### config.mk
export PLATFORM = sky130hd
export DESIGN_NAME = jpeg_sof_seq
export DESIGN_NICKNAME = d
export VERILOG_FILES = /design/src/rtl/jpeg_sof_seq.sv
export SDC_FILE = /design/constraint.sdc
export NUM_CORES = 1
export LEC_CHECK = 0
export CORE_ASPECT_RATIO = 0.75
export CORE_MARGIN = 3
export CORE_UTILIZATION = 53
export CTS_CLUSTER_DIAMETER = 40
export CTS_CLUSTER_SIZE = 20
export DETAILED_ROUTE_END_ITERATION = 8
export DONT_BUFFER_PORTS = 1
export GPL_TIMING_DRIVEN = 0
export HOLD_SLACK_MARGIN = 0.05
export PLACE_DENSITY = 0.65
export SLEW_MARGIN = 20
export SYNTH_ARGS = -nofsm -noshare
export SYNTH_HDL_FRONTEND = slang
export SYNTH_SLANG_ARGS = --single-unit
### constraint.sdc
create_clock -name clk -period 2.7 [get_ports clk]
set_input_delay 0.54 -clock clk [delete_from_list [all_inputs] [get_ports clk]]
set_output_delay 0.54 -clock clk [all_outputs]
set_load 0.01 [all_outputs]
### src/rtl/jpeg_sof_seq.sv
// JPEG SOF0 segment sequencer: walks the frame header fields from a 64-bit peek window,
// requests consumption from the bit buffer and validates precision, component count and length.
module jpeg_sof_seq #(
    parameter int unsigned TIMEOUT_CYC = 1024,
    parameter logic [3:0]  STATE_RST   = 4'd0
) (
    input  logic        clk,
    input  logic        rst,
    input  logic [3:0]  state,
    input  logic        sof_start,
    input  logic        bit_avali,
    input  logic [63:0] bit_out,
    output logic [2:0]  sof_state,
    output logic        shift_en,
    output logic [6:0]  shift_num,
    output logic        sof_busy,
    output logic        sof_done,
    output logic        sof_err,
    output logic [2:0]  err_code,
    output logic [15:0] byte_cnt
);

    localparam int TW = $clog2(TIMEOUT_CYC + 1);

    typedef enum logic [2:0] {
        S_IDLE = 3'd0,
        S_SIZE = 3'd1,
        S_RESO = 3'd2,
        S_Y    = 3'd3,
        S_CR   = 3'd4,
        S_CB   = 3'd5,
        S_DONE = 3'd6,
        S_ERR  = 3'd7
    } sof_t;

    sof_t          cur;
    sof_t          nxt;
    logic [2:0]    nerr;
    logic [15:0]   len;
    logic [7:0]    prec;
    logic [7:0]    ncomp;
    logic          guard;
    logic [TW-1:0] tmo_cnt;

    logic          soft_rst;
    logic          in_field;
    logic          consume;
    logic          timeout;
    logic [6:0]    field_bits;
    logic [7:0]    res_prec;
    logic [7:0]    res_ncomp;
    logic [15:0]   res_len;

    assign soft_rst  = (state == STATE_RST);
    assign in_field  = cur inside {[S_SIZE:S_CB]};
    assign consume   = in_field && bit_avali && !guard && !soft_rst;
    assign timeout   = in_field && !bit_avali && !shift_en &&
                       (tmo_cnt == TW'(TIMEOUT_CYC - 1));
    assign res_prec  = bit_out[63:56];
    assign res_ncomp = bit_out[23:16];
    assign res_len   = 16'd8 + 16'd3 * {8'd0, res_ncomp};
    assign sof_state = cur;

    always_comb begin
        unique case (cur)
            S_SIZE:  field_bits = 7'd16;
            S_RESO:  field_bits = 7'd48;
            S_Y,
            S_CR,
            S_CB:    field_bits = 7'd24;
            default: field_bits = 7'd0;
        endcase
    end

    // Next-state selection; the soft restart overrides everything, including a timeout.
    always_comb begin
        nxt  = cur;
        nerr = 3'd0;
        unique case (cur)
            S_IDLE: if (sof_start) nxt = S_SIZE;
            S_SIZE: if (consume) nxt = S_RESO;
            S_RESO: begin
                if (consume) begin
                    if (res_prec != 8'd8) begin
                        nxt  = S_ERR;
                        nerr = 3'd2;
                    end else if (res_ncomp != 8'd1 && res_ncomp != 8'd3) begin
                        nxt  = S_ERR;
                        nerr = 3'd3;
                    end else if (len != res_len) begin
                        nxt  = S_ERR;
                        nerr = 3'd1;
                    end else begin
                        nxt = S_Y;
                    end
                end
            end
            S_Y:    if (consume) nxt = (ncomp == 8'd3) ? S_CR : S_DONE;
            S_CR:   if (consume) nxt = S_CB;
            S_CB:   if (consume) nxt = S_DONE;
            S_DONE: nxt = S_IDLE;
            S_ERR:  nxt = S_ERR;
            default: nxt = S_IDLE;
        endcase
        if (timeout) begin
            nxt  = S_ERR;
            nerr = 3'd4;
        end
        if (soft_rst) begin
            nxt  = S_IDLE;
            nerr = 3'd0;
        end
    end

    always_ff @(posedge clk or negedge rst) begin
        if (!rst) begin
            cur       <= S_IDLE;
            shift_en  <= 1'b0;
            shift_num <= 7'd0;
            sof_busy  <= 1'b0;
            sof_done  <= 1'b0;
            sof_err   <= 1'b0;
            err_code  <= 3'd0;
            byte_cnt  <= 16'd0;
            len       <= 16'd0;
            prec      <= 8'd0;
            ncomp     <= 8'd0;
            guard     <= 1'b0;
            tmo_cnt   <= '0;
        end else begin
            cur      <= nxt;
            sof_busy <= nxt inside {[S_SIZE:S_CB]};
            sof_done <= (nxt == S_DONE);
            if (soft_rst) begin
                shift_en  <= 1'b0;
                shift_num <= 7'd0;
                guard     <= 1'b0;
                tmo_cnt   <= '0;
                byte_cnt  <= 16'd0;
                err_code  <= 3'd0;
                sof_err   <= 1'b0;
            end else begin
                // A consume cycle is always followed by one guard cycle so the buffer can refill.
                shift_en  <= consume;
                shift_num <= consume ? field_bits : 7'd0;
                guard     <= consume;
                if (consume) begin
                    byte_cnt <= byte_cnt + 16'(field_bits >> 3);
                end else if (cur == S_IDLE && sof_start) begin
                    byte_cnt <= 16'd0;
                end
                if (consume && cur == S_SIZE) begin
                    len <= bit_out[63:48];
                end
                if (consume && cur == S_RESO) begin
                    prec  <= res_prec;
                    ncomp <= res_ncomp;
                end
                if (nxt == S_ERR && cur != S_ERR) begin
                    sof_err  <= 1'b1;
                    err_code <= nerr;
                end
                if (nxt != cur || !in_field || shift_en) begin
                    tmo_cnt <= '0;
                end else if (!bit_avali) begin
                    tmo_cnt <= tmo_cnt + TW'(1);
                end
            end
        end
    end

endmodule

==> metrics.md, run 1 <==
| Metric | Value |
|---|---|
| Outcome | `complete, no violations` |
| Startpoint Class | `input pin` |
| Critical Path RT | `2930 ps` |
| Final min period | `2610 ps` |
| Seq/Total Area, Yosys | `0.424` |
| Root Buffer | `clkbuf_8` |
| Syn_area_per_cell | `10.2 um^2` |
| Asr flop ratio synth | `1.00` |
| Max-capacitance violation count | `0` |
| Synth Cell Area | `3780 um^2` |
| Pin count of the biggest net entering global routing | `65` |
| Leak | `0.00191 uW` |
| Die Width | `104 um` |
| Maximum vdd drop | `477 uV` |
| Vias in the first global route | `2,707` |
| Most frequent cells in the layout | `dfrtp_1 (62), nand2_1 (25), o21ai_0 (23)` |
| Initial antenna violation count | `1` |
| Hold WC Path Type | `input pin to asynchronous set/reset pin` |
| Crit path max fanout | `7` |
| Worst-path clk slew | `70 ps` |
| Vias per cell | `5.63` |
| Unrepaired setup endpoints after global routing | `yes` |
| Global-route wire length before repair | `13,500 um` |
| Area Growth Syn to Fin | `13.9%` |
| DRC viols | `0` |
| 1st-iter DRT viols | `110` |
| Skew-Pair Late Insertion Delay | `330 ps` |
| GPL Wtd Cong | `0.835` |
| Slew headroom | `0.650` |
| Most common cell after layout, fill and taps aside | `dfrtp_1` |
| Crit share post-route | `0.966` |
| EDFF count, synth | `0` |
| WL final | `8060 um` |
| Yosys cell types | `63` |
| Row count | `25` |
| Final cell count without fillers | `488` |
| Fin area | `4310 um^2` |
| Dpl cell area | `3960 um^2` |
| Routed wire per std cell | `16.5 um` |
| Final antenna-violating net count | `0` |
| TritonRoute pass-1 iters | `4` |
| CTS buffer count | `9` |
| Tot GR Track Use | `0.207` |
| Fmax | `383 MHz` |
| Worst-Margin Slew | `521 ps` |
| Num ports | `105` |
| # setup viols final | `0` |
| Critical path class | `input pin to register` |
| Synth warn | `0` |
| Nets | `486` |
| Max-slew violations | `0` |
| CP Capture Type | `register` |
| Via Count | `2,745` |
| Clock Skews | `8.56 ps` |
| Hold Vio Cnt, Final | `0` |
| GRT overflow | `0` |
| H-Tree Level Count | `3` |
| DPL Wire Length | `5990 um` |
| Initial Util | `0.573` |
| Die area | `8190 um^2` |
| Cells after Synth | `370` |
| Port bufs | `0` |
| Core footprint | `6600 um^2` |
| CTS tree | `yes` |
| Critical path arrival | `2840 ps` |
| Final Util | `0.652` |
| Synthesized flop and latch total | `64` |
| DIE HEIGHT | `79.2 um` |
| PD cells | `896 nW/um^2` |
| Share of layout cells above drive strength 1 | `0.226` |
| CTS Buffer Depth | `2` |
| Top FF cell, synth | `dfrtp_1` |
| Placed Cells | `467` |
| # clock sinks | `64` |
[repair_timing]
item | 4_1_cts | 5_1_grt
gates resized for setup | 6 | 13
hold buffers | 1 | 0
pin swaps | 1 | 2
setup buffers | 0 | 4
hold endpoints to repair | 64 | 0
cloned | 0 | 0
endpoints found under the setup margin | 6 | 23
[synthesized netlist by cell type (all sizes together), types with 5 or more instances]
cell / n / area (um^2)
buf: 9 / 57.6
xnor2: 11 / 104
o21ai: 26 / 141
and2: 6 / 38.8
mux2: 17 / 191
nand2: 25 / 93.8
nor2b: 6 / 37.5
clkbuf: 5 / 20.0
a21oi: 19 / 95.1
nand4: 6 / 43.8
xor2: 18 / 158
inv: 24 / 90.1
ha: 23 / 288
nor2: 20 / 75.1
a31oi: 5 / 37.5
nor3: 7 / 40.0
nand3: 9 / 45.0
nor3b: 9 / 67.6
dfrtp: 64 / 1600
nor4: 8 / 71.3
[flip-flops by register name (all words and copies together) (netlist names)]
register / count
sof_busy: 1
sof_done: 1
shift_num: 3
err_code: 3
ncomp: 8
guard: 1
sof_state: 3
tmo_cnt: 11
sof_err: 1
len: 16
byte_cnt: 16
[through the flow]
| stage | hold slack (ps) | setup WS (ps) | total power (uW) | setup TNS [ps] |
|---|---|---|---|---|
| 2_1_floorplan | 244 | -39.6 | 2530 | -134 |
| 3_3_place_gp | 246 | -368 | 2780 | -3530 |
| 3_5_place_dp | 246 | -422 | 2820 | -4490 |
| 4_1_cts | 76.4 | 40.9 | 3800 | 0 |
| 5_1_grt | 70.0 | -36.3 | 4130 | -130 |
| 6_report | 65.3 | 91.2 | 3860 | 0 |
[routing by layer]
layer / GRT usage / share of wire / routed length (um) / vias to the layer above
met1: 0.308 / 0.52 / 4170 / 1295
met4: 0.0478 / 0.0067 / 54 / 0
met5: 0 / 0 / 0 / -
met3: 0.0723 / 0.076 / 614 / 7
li1: - / - / - / 1359
met2: 0.286 / 0.40 / 3220 / 84
[where the power goes]
part	switching [uW]	internal, uW	total [uW]
clock network	356	565	920
registers	249	1230	1480
logic	813	642	1460
total	1420	2440	3860
[critical path, stage by stage]
cell	delay, ps
ha_4	220
ha_4	160
fa_2	420
a211oi_4	310
o21bai_1	130
a211oi_2	260
o221ai_2	170
o21ai_4	240
xnor2_2	160
nor3b_1	220
[cell families (layout without fill, tap and decap cells)]
group | count (synthesis) | count (layout) | synth area share
multiplexers | 18 | 18 | 0.0533
XOR/XNOR | 29 | 29 | 0.0692
other | 1 | 5 | 0.000992
buffers and inverters | 38 | 58 | 0.0443
AO/OA/AOI/OAI | 76 | 76 | 0.132
AND/OR/NAND/NOR | 119 | 119 | 0.190
adder cells (fa/ha/maj) | 25 | 25 | 0.0867
flip-flops | 64 | 64 | 0.424
[area by class of cell]
cell class / count / area (um^2)
Fill cell: 548 / 2290
Multi-Input combinational cell: 271 / 2130
Sequential cell: 64 / 1600
Clock buffer: 12 / 155
Tap cell: 94 / 118
Inverter: 24 / 90.1
Buffer: 14 / 87.6
Clock inverter: 3 / 65.1
Timing Repair Buffer: 5 / 57.6
Antenna cell: 1 / 2.50
[final timing paths]
| path | startpoint | end | slack (ps) | cells past startpoint |
|---|---|---|---|---|
| max in group asynchronous | rst | len[1] | 2350 | 1 |
| setup / recovery | bit_out[17] | tmo_cnt[3] | 90 | 10 |
| hold / removal | rst | ncomp[3] | 70 | 1 |
| setup reg to reg | sof_state[1] | byte_cnt[10] | 190 | 10 |
| hold reg to reg | ncomp[1] | ncomp[1] | 480 | 2 |
| min in group clk | bit_out[50] | len[2] | 350 | 1 |
No activity file was read; power rests on OpenSTA's default activity.
==> run 2: changes to the inputs <==
--- a/config.mk
+++ b/config.mk
@@ -6,7 +6,6 @@
 export NUM_CORES = 1
 export LEC_CHECK = 0
 export CORE_ASPECT_RATIO = 0.75
-export CORE_MARGIN = 3
 export CORE_UTILIZATION = 53
 export CTS_CLUSTER_DIAMETER = 40
 export CTS_CLUSTER_SIZE = 20
==> run 2 against run 1 <==
Routed wire length is 2.1% lower. Largest cell class unchanged. Highest routed layer unchanged. Design area is 0.58% lower. Maximum frequency is 1.3% higher. Combinational power hardly changed. Clock-buffer cell count is 3 lower. First-iteration DRC count is 7.3% lower. Sequential share of layout area is 0.22 points higher.
==> metrics.md, run 2 (synthesized netlist as in run 1, its figures left out) <==
| Metric | Value |
|---|---|
| Pin count of the biggest net entering global routing | `65 (unchanged)` |
| Port bufs | `0 (unchanged)` |
| Sequential Area | `1600 um^2 (unchanged)` |
| Clock Skews | `8.00 ps (was 8.56 ps)` |
| Global-route wire length before repair | `13,100 um (was 13,500 um)` |
| WL final | `7890 um (was 8060 um)` |
| Overall power | `3750 uW (was 3860 uW)` |
| Final min period | `2580 ps (was 2610 ps)` |
| Clock Power Share | `0.218 (was 0.239)` |
| Pint | `2300 uW (was 2440 uW)` |
| Final Util | `0.624 (was 0.652)` |
| Max-slew violations | `0 (unchanged)` |
| Crit path largest cell delay | `420 ps (about the same)` |
| Power share of the sequential group | `0.394 (was 0.384)` |
| DRC viols | `0 (unchanged)` |
| Reg2reg path depth | `11 (was 10)` |
| Dpl cell area | `3970 um^2 (was 3960 um^2)` |
| Initial antenna violation count | `0 (was 1)` |
| Psw | `1450 uW (was 1420 uW)` |
| PnR worst setup slack | `124 ps (was 91.2 ps)` |
| Unrepaired setup endpoints after global routing | `yes (unchanged)` |
| GRT overflow | `0 (unchanged)` |
| Pre-CTS setup slack | `-387 ps (was -422 ps)` |
| Combinational power share | `0.388 (was 0.377)` |
| Fmax | `388 MHz (was 383 MHz)` |
| Max-capacitance violation count | `0 (unchanged)` |
| CTS buffer count | `9 (unchanged)` |
| Crit-path most repeated cell | `ha_4 (unchanged)` |
| Crit share post-route | `0.954 (was 0.966)` |
| Worst-Margin Slew | `603 ps (was 521 ps)` |
| CP max-delay cell | `fa_2 (unchanged)` |
| Final antenna-violating net count | `0 (unchanged)` |
| Tot GR Track Use | `0.231 (was 0.207)` |
| Multi-input gate area | `2130 um^2 (about the same)` |
| DPL Wire Length | `5870 um (was 5990 um)` |
| Worst-path clk slew | `70 ps (about the same)` |
| PD cells | `876 nW/um^2 (was 896 nW/um^2)` |
| Fill cells | `583 (was 548)` |
| Leak | `0.00189 uW (was 0.00191 uW)` |
| Most frequent cells in the layout | `dfrtp_1 (62), nand2_1 (25), inv_1 (22) (was dfrtp_1 (62), nand2_1 (25), o21ai_0 (23))` |
| Die Width | `99.5 um (was 104 um)` |
| CTS tree | `yes (unchanged)` |
| Vias in the first global route | `2,610 (was 2,707)` |
| Hold WS | `59.3 ps (was 65.3 ps)` |
| CTS Buffer Depth | `2 (unchanged)` |
| Num ports | `105 (unchanged)` |
| Slew headroom | `0.593 (was 0.650)` |
| Crit path max fanout | `4 (was 7)` |
| Vias per cell | `5.54 (was 5.63)` |
| Sw Ratio | `0.386 (was 0.368)` |
| Critical path class | `input pin to register (unchanged)` |
| Area Growth Syn to Fin | `13.2% (was 13.9%)` |
| Outcome | `complete, no violations (unchanged)` |
| TritonRoute pass-1 iters | `4 (unchanged)` |
| Root Buffer | `clkbuf_8 (unchanged)` |
| Hold Vio Cnt, Final | `0 (unchanged)` |
| Nets | `485 (was 486)` |
| Core footprint | `6860 um^2 (was 6600 um^2)` |
| Row count | `26 (was 25)` |
| CP Capture Type | `register (unchanged)` |
| R2R setup slack | `130 ps (was 190 ps)` |
| 1st-iter DRT viols | `102 (was 110)` |
| Worst path cell trace | `ha_4, ha_4, fa_2, a211oi_4, o21bai_1, a211oi_2, o221ai_2, o21ai_4, inv_2, nor3_2, a21oi_1 (was ha_4, ha_4, fa_2, a211oi_4, o21bai_1, a211oi_2, o221ai_2, o21ai_4, xnor2_2, nor3b_1)` |
| Share of layout cells above drive strength 1 | `0.224 (was 0.226)` |
| Via Count | `2,718 (was 2,745)` |
| Startpoint Class | `input pin (unchanged)` |
| Critical path arrival | `2790 ps (was 2840 ps)` |
| Worst R2R Start | `sof_state[0] (was sof_state[1])` |
| Ant diodes | `0 (was 1)` |
| Largest regs | `byte_cnt: 16 flops, len: 16 flops, tmo_cnt: 11 flops (unchanged)` |
| Hold WC Path Type | `input pin to asynchronous set/reset pin (unchanged)` |
| Maximum vdd drop | `637 uV (was 477 uV)` |
| H-Tree Level Count | `3 (unchanged)` |
| # clock sinks | `64 (unchanged)` |
| Routed wire per std cell | `16.1 um (was 16.5 um)` |
| GPL Wtd Cong | `0.838 (was 0.835)` |
| Die area | `7480 um^2 (was 8190 um^2)` |
| Most common cell after layout, fill and taps aside | `dfrtp_1 (unchanged)` |
| Skew-Pair Late Insertion Delay | `340 ps (was 330 ps)` |
| FF-to-FF End | `byte_cnt[15] (was byte_cnt[10])` |
| DIE HEIGHT | `75.2 um (was 79.2 um)` |
| Fin area | `4280 um^2 (was 4310 um^2)` |
| Initial Util | `0.551 (was 0.573)` |
| # setup viols final | `0 (unchanged)` |
| Critical Path RT | `2910 ps (was 2930 ps)` |
[run 2: area by class of cell]
type / count / share of cell area
clock inverters: 7 / 0.0170
well taps: 98 / 0.0286
plain buffers: 14 / 0.0205
repair buffers: 4 / 0.0117
multi-input cells: 271 / 0.498
inverters: 24 / 0.0210
flip-flops and latches: 64 / 0.375
clock buffers: 9 / 0.0289
[run 2: metal layers]
layer	vias to the layer above	routed length (um)	track usage
met5	-	0	0
met4	0	73	0.0588
met3	8	590	0.0854
met2	70	3230	0.324
met1	1287	4000	0.336
li1	1353	-	-
[run 2: power by group through the flow]
stage | combinational [uW] | sequential (uW) | clock (uW)
final | 1450 | 1480 | 819
after CTS | 1370 | 1470 | 835
after global placement | 1290 | 1480 | 0
after global routing | 1630 | 1520 | 883
after detailed placement | 1330 | 1490 | 0
after floorplan | 1110 | 1420 | 0
[run 2: how the worst max path moves through the flow]
stage                 start            to  slack, ps
4_1_cts        sof_state[2]  byte_cnt[10]         20
5_1_grt        sof_state[0]  byte_cnt[15]        -20
2_1_floorplan   bit_out[17]   err_code[1]        -40
3_5_place_dp   sof_state[1]  byte_cnt[12]       -390
6_report        bit_out[17]      sof_busy        120
3_3_place_gp   sof_state[1]  byte_cnt[12]       -370
[run 2: through the flow]
stage | TNS [ps] | instances
finish | 0 | 491
global route | -37.1 | 491
floorplan | -134 | 373
CTS | 0 | 488
global placement | -3540 | 471
detailed placement | -4240 | 471
[run 2: repair_timing]
action / 4_1_cts / 5_1_grt
resized for setup: 6 / 16
hold endpoints to repair: 64 / 0
setup endpoints to repair: 7 / 20
hold buffers: 1 / 0
pin swaps: 1 / 2
setup buffers: 0 / 3
[run 2: critical path, delay by kind of cell]
| kind | cells | cell delay, ps |
|---|---|---|
| compound gates | 6 | 1170 |
| fa+ha+maj | 3 | 800 |
| simple gates | 1 | 150 |
| buf+inv | 1 | 110 |
